<file path="src/rtl/cva6_lsu_mem_resp_if.sv">
// LSU <-> memory-response handshake: level load request, store-commit pulses and response pulses.
// The responder (cva6_lsu_mem_resp) takes the slave side and the LSU takes the master side.
interface cva6_lsu_mem_resp_if;
    logic load_req_i;
    logic store_commit_i;
    logic load_mem_resp_o;
    logic store_mem_resp_o;

    modport slave (
        input  load_req_i,
        input  store_commit_i,
        output load_mem_resp_o,
        output store_mem_resp_o
    );

    modport master (
        output load_req_i,
        output store_commit_i,
        input  load_mem_resp_o,
        input  store_mem_resp_o
    );
endinterface

</file>
<file path="src/rtl/cva6_lsu_mem_resp.sv">
// Fixed-latency load/store response generator for the CVA6 LSU; loads take priority over queued stores.
// Define CVA6_LSU_MEM_RESP_STALL_EN to add stall_i, which freezes the FSM and latency counter.
module cva6_lsu_mem_resp #(
    parameter int unsigned LOAD_LAT  = 2,
    parameter int unsigned STORE_LAT = 3,
    parameter int unsigned ST_DEPTH  = 4
) (
    input  logic                      clk_i,
    input  logic                      rst_ni,
    cva6_lsu_mem_resp_if.slave        bus,
    output logic                      busy_o,
    output logic [2:0]                pending_stores_o,
    output logic                      overflow_o
`ifdef CVA6_LSU_MEM_RESP_STALL_EN
    ,
    input  logic                      stall_i
`endif
);

    typedef enum logic [1:0] {IDLE, LD_BUSY, ST_BUSY, LD_WAIT} state_e;

    localparam logic [3:0] LD_CNT = 4'(LOAD_LAT - 1);
    localparam logic [3:0] ST_CNT = 4'(STORE_LAT - 1);
    localparam logic [2:0] DEPTH  = 3'(ST_DEPTH);

    state_e     state_q, state_d;
    logic [3:0] cnt_q, cnt_d;
    logic       ld_resp_q, ld_resp_d;
    logic       st_resp_q, st_resp_d;
    logic       busy_q, busy_d;
    logic [2:0] pend_q, pend_d;
    logic       ovf_q, ovf_d;
    logic       stall;

`ifdef CVA6_LSU_MEM_RESP_STALL_EN
    assign stall = stall_i;
`else
    assign stall = 1'b0;
`endif

    always_ff @(posedge clk_i or negedge rst_ni) begin
        if (!rst_ni) begin
            state_q <= IDLE;
            cnt_q   <= '0;
        end else begin
            state_q <= state_d;
            cnt_q   <= cnt_d;
        end
    end

    // A commit in the same cycle as an idle FSM is accepted immediately.
    always_comb begin
        state_d = state_q;
        cnt_d   = cnt_q;
        if (!stall) begin
            case (state_q)
                IDLE: begin
                    if (bus.load_req_i) begin
                        state_d = LD_BUSY;
                        cnt_d   = LD_CNT;
                    end else if (pend_q != 3'd0 || bus.store_commit_i) begin
                        state_d = ST_BUSY;
                        cnt_d   = ST_CNT;
                    end
                end
                LD_BUSY: begin
                    if (cnt_q == 4'd0) state_d = LD_WAIT;
                    else               cnt_d   = cnt_q - 4'd1;
                end
                ST_BUSY: begin
                    if (cnt_q == 4'd0) state_d = IDLE;
                    else               cnt_d   = cnt_q - 4'd1;
                end
                LD_WAIT: begin
                    if (!bus.load_req_i) state_d = IDLE;
                end
                default: state_d = IDLE;
            endcase
        end
    end

    always_comb begin
        ld_resp_d = !stall && state_q == LD_BUSY && cnt_q == 4'd0;
        st_resp_d = !stall && state_q == ST_BUSY && cnt_q == 4'd0;
        busy_d    = state_d != IDLE;
        pend_d    = pend_q;
        ovf_d     = ovf_q;
        case ({bus.store_commit_i, st_resp_d})
            2'b10: begin
                if (pend_q == DEPTH) ovf_d  = 1'b1;
                else                 pend_d = pend_q + 3'd1;
            end
            2'b01:   pend_d = pend_q - 3'd1;
            default: pend_d = pend_q;
        endcase
    end

    always_ff @(posedge clk_i or negedge rst_ni) begin
        if (!rst_ni) begin
            ld_resp_q <= 1'b0;
            st_resp_q <= 1'b0;
            busy_q    <= 1'b0;
            pend_q    <= '0;
            ovf_q     <= 1'b0;
        end else begin
            ld_resp_q <= ld_resp_d;
            st_resp_q <= st_resp_d;
            busy_q    <= busy_d;
            pend_q    <= pend_d;
            ovf_q     <= ovf_d;
        end
    end

    assign bus.load_mem_resp_o  = ld_resp_q;
    assign bus.store_mem_resp_o = st_resp_q;
    assign busy_o               = busy_q;
    assign pending_stores_o     = pend_q;
    assign overflow_o           = ovf_q;

endmodule

</file>
<file path="src/flat_wrapper.sv">
// flat-port wrapper written by rule: the top's interface ports become plain ports
module cva6_lsu_mem_resp_flat 
#(
    parameter int unsigned LOAD_LAT  = 2,
    parameter int unsigned STORE_LAT = 3,
    parameter int unsigned ST_DEPTH  = 4
)
  (clk_i, rst_ni, busy_o, pending_stores_o, overflow_o, bus_load_req_i, bus_store_commit_i, bus_load_mem_resp_o, bus_store_mem_resp_o);
  cva6_lsu_mem_resp_if bus_i ();
  input  logic clk_i;
  input  logic rst_ni;
  output logic busy_o;
  output logic [2:0] pending_stores_o;
  output logic overflow_o;
  input wire logic [$bits(bus_i.load_req_i)-1:0] bus_load_req_i;
  input wire logic [$bits(bus_i.store_commit_i)-1:0] bus_store_commit_i;
  output wire logic [$bits(bus_i.load_mem_resp_o)-1:0] bus_load_mem_resp_o;
  output wire logic [$bits(bus_i.store_mem_resp_o)-1:0] bus_store_mem_resp_o;
  assign bus_i.load_req_i = bus_load_req_i;
  assign bus_i.store_commit_i = bus_store_commit_i;
  assign bus_load_mem_resp_o = bus_i.load_mem_resp_o;
  assign bus_store_mem_resp_o = bus_i.store_mem_resp_o;
  cva6_lsu_mem_resp #(.LOAD_LAT(LOAD_LAT), .STORE_LAT(STORE_LAT), .ST_DEPTH(ST_DEPTH)) u_core (.clk_i(clk_i), .rst_ni(rst_ni), .bus(bus_i), .busy_o(busy_o), .pending_stores_o(pending_stores_o), .overflow_o(overflow_o));
endmodule
</file>
<file path="config.mk">
export PLATFORM = sky130hd
export DESIGN_NAME = cva6_lsu_mem_resp_flat
export DESIGN_NICKNAME = d
export VERILOG_FILES = /design/src/rtl/cva6_lsu_mem_resp_if.sv /design/src/rtl/cva6_lsu_mem_resp.sv /design/src/flat_wrapper.sv
export SDC_FILE = /design/constraint.sdc
export NUM_CORES = 1
export LEC_CHECK = 0
export BUFFER_PORTS_ARGS = -buffer_cell sky130_fd_sc_hd__buf_2
export CAP_MARGIN = 20
export CORE_UTILIZATION = 59
export CTS_CLUSTER_DIAMETER = 120
export CTS_CLUSTER_SIZE = 40
export DETAILED_ROUTE_END_ITERATION = 12
export PLACE_DENSITY = 0.92
export SYNTH_ARGS = -nofsm -noshare
export SYNTH_HDL_FRONTEND = slang
export SYNTH_SLANG_ARGS = --single-unit
</file>
<file path="constraint.sdc">
create_clock -name clk_i -period 3.9 [get_ports clk_i]
set_clock_uncertainty 0.15 [all_clocks]
set_input_delay 0.195 -clock clk_i [delete_from_list [all_inputs] [get_ports clk_i]]
set_output_delay 0.195 -clock clk_i [all_outputs]
set_load 0.005 [all_outputs]
</file>
Yosys cells after proc, flatten, opt, wreduce, memory -nomap -nowiden
Index checks and enable logic that the tools add are counted.
Operators by class
  equality and inequality tests: 9
  reduce and logical (&&, ||, !) cells: 13
  $add $sub $neg: 3
  mux-type cells: 12
Operators with widths (number)
  4-bit two-way mux: 3
  2-bit two-way mux: 5
  2-bit case mux with 4 select lines: 1
  4-bit case mux with 2 select lines: 1
  2-bit == test (second input constant): 3
  3-bit case mux with 2 select lines: 1
  2-bit nonzero test: 3
  2-bit by 1-bit == test with 1-bit output (second input constant): 2
  4-bit logical NOT: 1
  2-bit inequality test (second input constant): 2
  2-bit AND reduction: 2
  4-bit by 1-bit subtractor with 4-bit output (second input constant): 1
  3-bit by 1-bit adder with 3-bit output (second input constant): 1
  3-bit == test (second input constant): 1
  3-bit two-way mux: 1
  3-bit by 2-bit inequality test with 1-bit output (second input constant): 1
  3-bit AND reduction: 1
  3-bit nonzero test: 1
  3-bit by 1-bit subtractor with 3-bit output (second input constant): 1
  1-bit logical AND: 2
  2-bit logical NOT: 1
  2-bit OR reduction: 1
  1-bit logical OR: 1
Word-level totals
  bits in registers: 13
  output and inout bits: 7
  logic and storage cells: 44

Depth between registers and ports, before layout
  depth after elaboration: 6
  mapped depth: 9
  gate-level depth less buffers: 9

Worst setup path after synthesis
OpenSTA, ideal clock, no wires.
  path type: flip-flop to flip-flop
  start point: reg u_core.state_q[0]
  end point: reg u_core.pend_q[2] (netlist: u_core.pending_stores_o[2])
  data required time: 3617 ps
  arrival time: 1848 ps
  path buffers: 0
  slack: 1769 ps
  cell stages (with the launch flop): 9
  library setup time: 133 ps
  path through: dfrtp_1 > inv_1 > ha_1 > nand4bb_4 > nor2_1 > inv_1 > fa_1 > a221oi_1 > a21oi_1
On the way
  word-level cells in the longest chain between the ends: 5
  elaborated cells between the ends (all ways): 8
  classes of those cells: eq/ne (4); mux (1); reduce/logical (3)
RTL lines
  from (decl): RTL line cva6_lsu_mem_resp.sv:26  | state_e state_q, state_d;
  from (signal assigned): RTL line cva6_lsu_mem_resp.sv:46  | state_q <= state_d;
  2-bit == test (*): RTL line cva6_lsu_mem_resp.sv:84  | st_resp_d = !stall && state_q == ST_BUSY && cnt_q == 4'd0;
  1-bit logical AND (*): RTL line cva6_lsu_mem_resp.sv:84
  2-bit == test / 2-bit by 1-bit == test with 1-bit output (equally long branches): RTL line cva6_lsu_mem_resp.sv:88  | case ({bus.store_commit_i, st_resp_d})
  2-bit inequality test (no line) / 2-bit nonzero test (equally long branches)
  2-bit AND reduction (no line)
  to (signal assigned): RTL line cva6_lsu_mem_resp.sv:109  | pend_q <= pend_d;
  to (decl): RTL line cva6_lsu_mem_resp.sv:31  | logic [2:0] pend_q, pend_d;
Every way passes the cells marked *; elsewhere a longest branch is shown, timed or not.
A chain may end at the register's enable or synchronous reset.

Final worst setup path
Ends and elaborated chain as after synthesis.

==> summary.txt <==
Clock network
  – CTS tree: built
  – Clock transition at path regs: 0.08 ns
  – Clock Path Buffers: 2
  – CTS Sinks: 13
  – CTS Buf Count: 3
  – CTS Root Cell: clkbuf_4
  – Clk_lat worst skew: 0.27 ns
  – Post-CTS Repair Setup Buffers: 0
  – H-tree depth: 1

Critical path
  – CP required: around 3.9 ns
  – CP Max Fanout: 5
  – Reg2Reg Depth: 8
  – Arr. time, crit path: 2.41 ns
  – Terminus of the critical flop-to-flop path: u_core.pending_stores_o[2]$_DFFE_PN0P_
  – Critical Path End: u_core.pending_stores_o[2]$_DFFE_PN0P_
  – CP Class: register to register
  – Worst setup EP type: register
  – Worst setup SP type: register
  – CP startpoint: u_core.state_q[0]$_DFF_PN0_
  – FF-to-FF setup slack: 1.49 ns
  – RR Startpoint: u_core.state_q[0]$_DFF_PN0_

Power and ir drop
  – Combinational Power Share: 55.1%
  – Power Dens Cells: 775 nW/um^2
  – Sw power: 324 uW
  – Worst VDD drop: between 400 and 500 uV
  – Total power: approximately 730 uW
  – Clock power share: 11.4%
  – Internal power: between 400 and 500 uW
  – Switching share of power: 44.5%
  – Reg power frac: between 30% and 40%
  – Leak: about 0.00043 uW

Timing
  – Crit share post-route: around 60%
  – Slew Viols, Final: 0
  – Hold Fails Final Rpt: 0
  – Period minus WS final: between 2 and 2.5 ns
  – Fmax achieved: between 400 and 500 MHz
  – Unrepaired setup endpoints after global routing: no
  – Hold slack: 0.0859 ns
  – Worst-Margin Slew: between 0.4 and 0.5 ns
  – Setup violators final: 0
  – Slew margin rel.: 67.3%
  – Fin Setup TNS: 0 ns

Yosys
  – Yosys top cell by area: dfrtp_1
  – Most frequent cells after synthesis: dfrtp_1 (13), inv_1 (10), a21oi_1 (8), ha_1 (6)
  – Ys flop type: dfrtp_1
  – Number of synthesized register bits: 13
  – Ys async rst share: 100%
  – Mapped Nets: 93
  – Avg Inst Size Synth: 10.2 um^2
  – Number of flops mapped to enable cells by yosys: 0
  – Syn Std Cell Area: about 830 um^2
  – Library cells used by synthesis: 34
  – Most numerous cell in the Yosys netlist: dfrtp_1
  – Gate count after technology mapping: 82
  – Largest cells by area after synthesis: dfrtp_1 (39%), ha_1 (9.0%), a21oi_1 (4.8%), inv_1 (4.5%), nand4bb_4 (3.3%)
  – Sequential fraction of the synthesis area: roughly two fifths
  – Area share of the largest cell type after synthesis: 39.0%
  – Yosys warnings: 0

Global routing
  – Antenna violations before repair: 0
  – Total gr overflow: 0
  – First-pass GRT wire length: 2530 um
  – Largest net degree at the start of global routing: 14
  – Number of global-route vias before repair: slightly below 600
  – Overall routing resource usage: between 20% and 30%

Floorplan
  – Num ports: 11
  – CORE AREA: 1300 um^2
  – Die Y: 39.6 um
  – # rows: 13
  – Initial Util: 64.1%
  – Area of the die: approximately 1600 um^2
  – Die X: 39.6 um

Route
  – Vias/cell: 5.97
  – First-pass DRT Iterations: 4
  – Wire per inst: between 15 and 20 um
  – Vias: 669
  – Starting DRC count in detailed routing: 12
  – Routed WL: 1680 um
  – Post-route ant nets: 0
  – DRC: 0

Job
  – Max-cap violations: 0

Cells and area
  – Util after Layout: between 70% and 80%
  – N_diodes: 0
  – Fraction of layout cells with a size suffix above 1: 21.6%
  – Filler cells: 104
  – Nets: approximately 110
  – Finished Layout Cells: 112
  – Storage element area: 325 um^2
  – Area of the multi-input gates: about 470 um^2
  – P&R area growth vs syn: 12.6%

Placement
  – GPL Wtd Cong: roughly 0.78
  – IO Port Bufs: 10
  – Dpl hpwl: 1270 um
  – Placed cell count: 107

Worst hold path
  – Hold Crit Class: input port to register
  – HP Start: bus_store_commit_i

Status
  – Status: complete, no violations
==> repair_timing <==
| item | CTS | global route |
|---|---|---|
| hold buffers | 1 | 0 |
| resized for setup | 0 | 0 |
| hold endpoints to repair | 13 | 0 |
==> critical path: stages (launching register included) <==
cell and delay [ns]:
dfrtp_1 0.43, inv_1 0.14, ha_1 0.26, nand4bb_4 0.15
nor2_1 0.27, inv_1 0.10, fa_1 0.44, a221oi_1 0.30
a21oi_1 0.07
==> worst min-delay path by stage <==
stage / slack, ns / endpoint / cells after the start
4_1_cts: 0.08 / u_core.pending_stores_o[1]$_DFFE_PN0P_ / 3
5_1_grt: 0.06 / u_core.pending_stores_o[1]$_DFFE_PN0P_ / 3
3_3_place_gp: -0.06 / u_core.bus.load_mem_resp_o$_DFF_PN0_ / 1
6_report: 0.09 / u_core.pending_stores_o[1]$_DFFE_PN0P_ / 3
3_5_place_dp: -0.06 / u_core.state_q[1]$_DFF_PN0_ / 1
2_1_floorplan: -0.25 / u_core.bus.load_mem_resp_o$_DFF_PN0_ / 0
==> metrics by stage <==
step	cell area (um^2)	setup WS, ns
final	940	1.49
after global routing	940	1.38
after CTS	940	1.53
after detailed placement	903	1.54
after global placement	903	1.67
after floorplan	835	1.77
==> metal layers <==
layer  routed length [um]  GRT usage [%]  up-vias  share of wire, %
met3                   81           8.52        0               4.8
met4                    0           7.76        0                 0
met2                  852           41.8       23                51
met1                  748           29.5      322                44
li1                     -              -      324                 -
met5                    0              0        -                 0
==> state kept, by name, summed over array words and instances (netlist names) <==
signal and flops:
u_core.overflow_o 1, u_core.state_q 2, u_core.bus.store_mem_resp_o 1, u_core.cnt_q 4, u_core.pending_stores_o 3, u_core.busy_o 1, u_core.bus.load_mem_resp_o 1
==> kinds of logic (layout without fill, tap and decap cells) <==
| logic type | Yosys count | after routing | share of synthesized area [%] |
|---|---|---|---|
| AND/OR/NAND/NOR | 23 | 23 | 20.8 |
| buffers and inverters | 11 | 26 | 4.95 |
| AO/OA/AOI/OAI | 28 | 28 | 23.8 |
| flip-flops | 13 | 13 | 39.0 |
| adder cells (fa/ha/maj) | 7 | 7 | 11.4 |
==> power by group through the flow <==
stage,logic [uW],clock network [uW],registers (uW)
after global routing,445,96.2,252
after detailed placement,397,0,245
after global placement,368,0,243
final,401,83.2,244
after CTS,400,85.8,243
after floorplan,293,0,239
==> cell type report <==
cell class,count,area share [%]
clock buffers,4,2.80
well taps,15,2.00
inverters,11,4.39
flip-flops and latches,13,34.6
repair buffers,11,6.39
multi-input cells,58,49.8
==> cell usage in the layout, fill, tap and decap left out, types with 2 or more instances in the layout <==
cell      instances
dfrtp_1          13
inv_1            10
buf_2            10
a21oi_1           8
ha_1              6
nor2_1            4
nand3_1           4
o21ai_0           3
nand2_1           3
a22o_1            3
clkbuf_4          3
o22ai_1           2
nor2b_1           2
a21boi_1          2
Note: power is estimated with default switching activity, not from simulation.
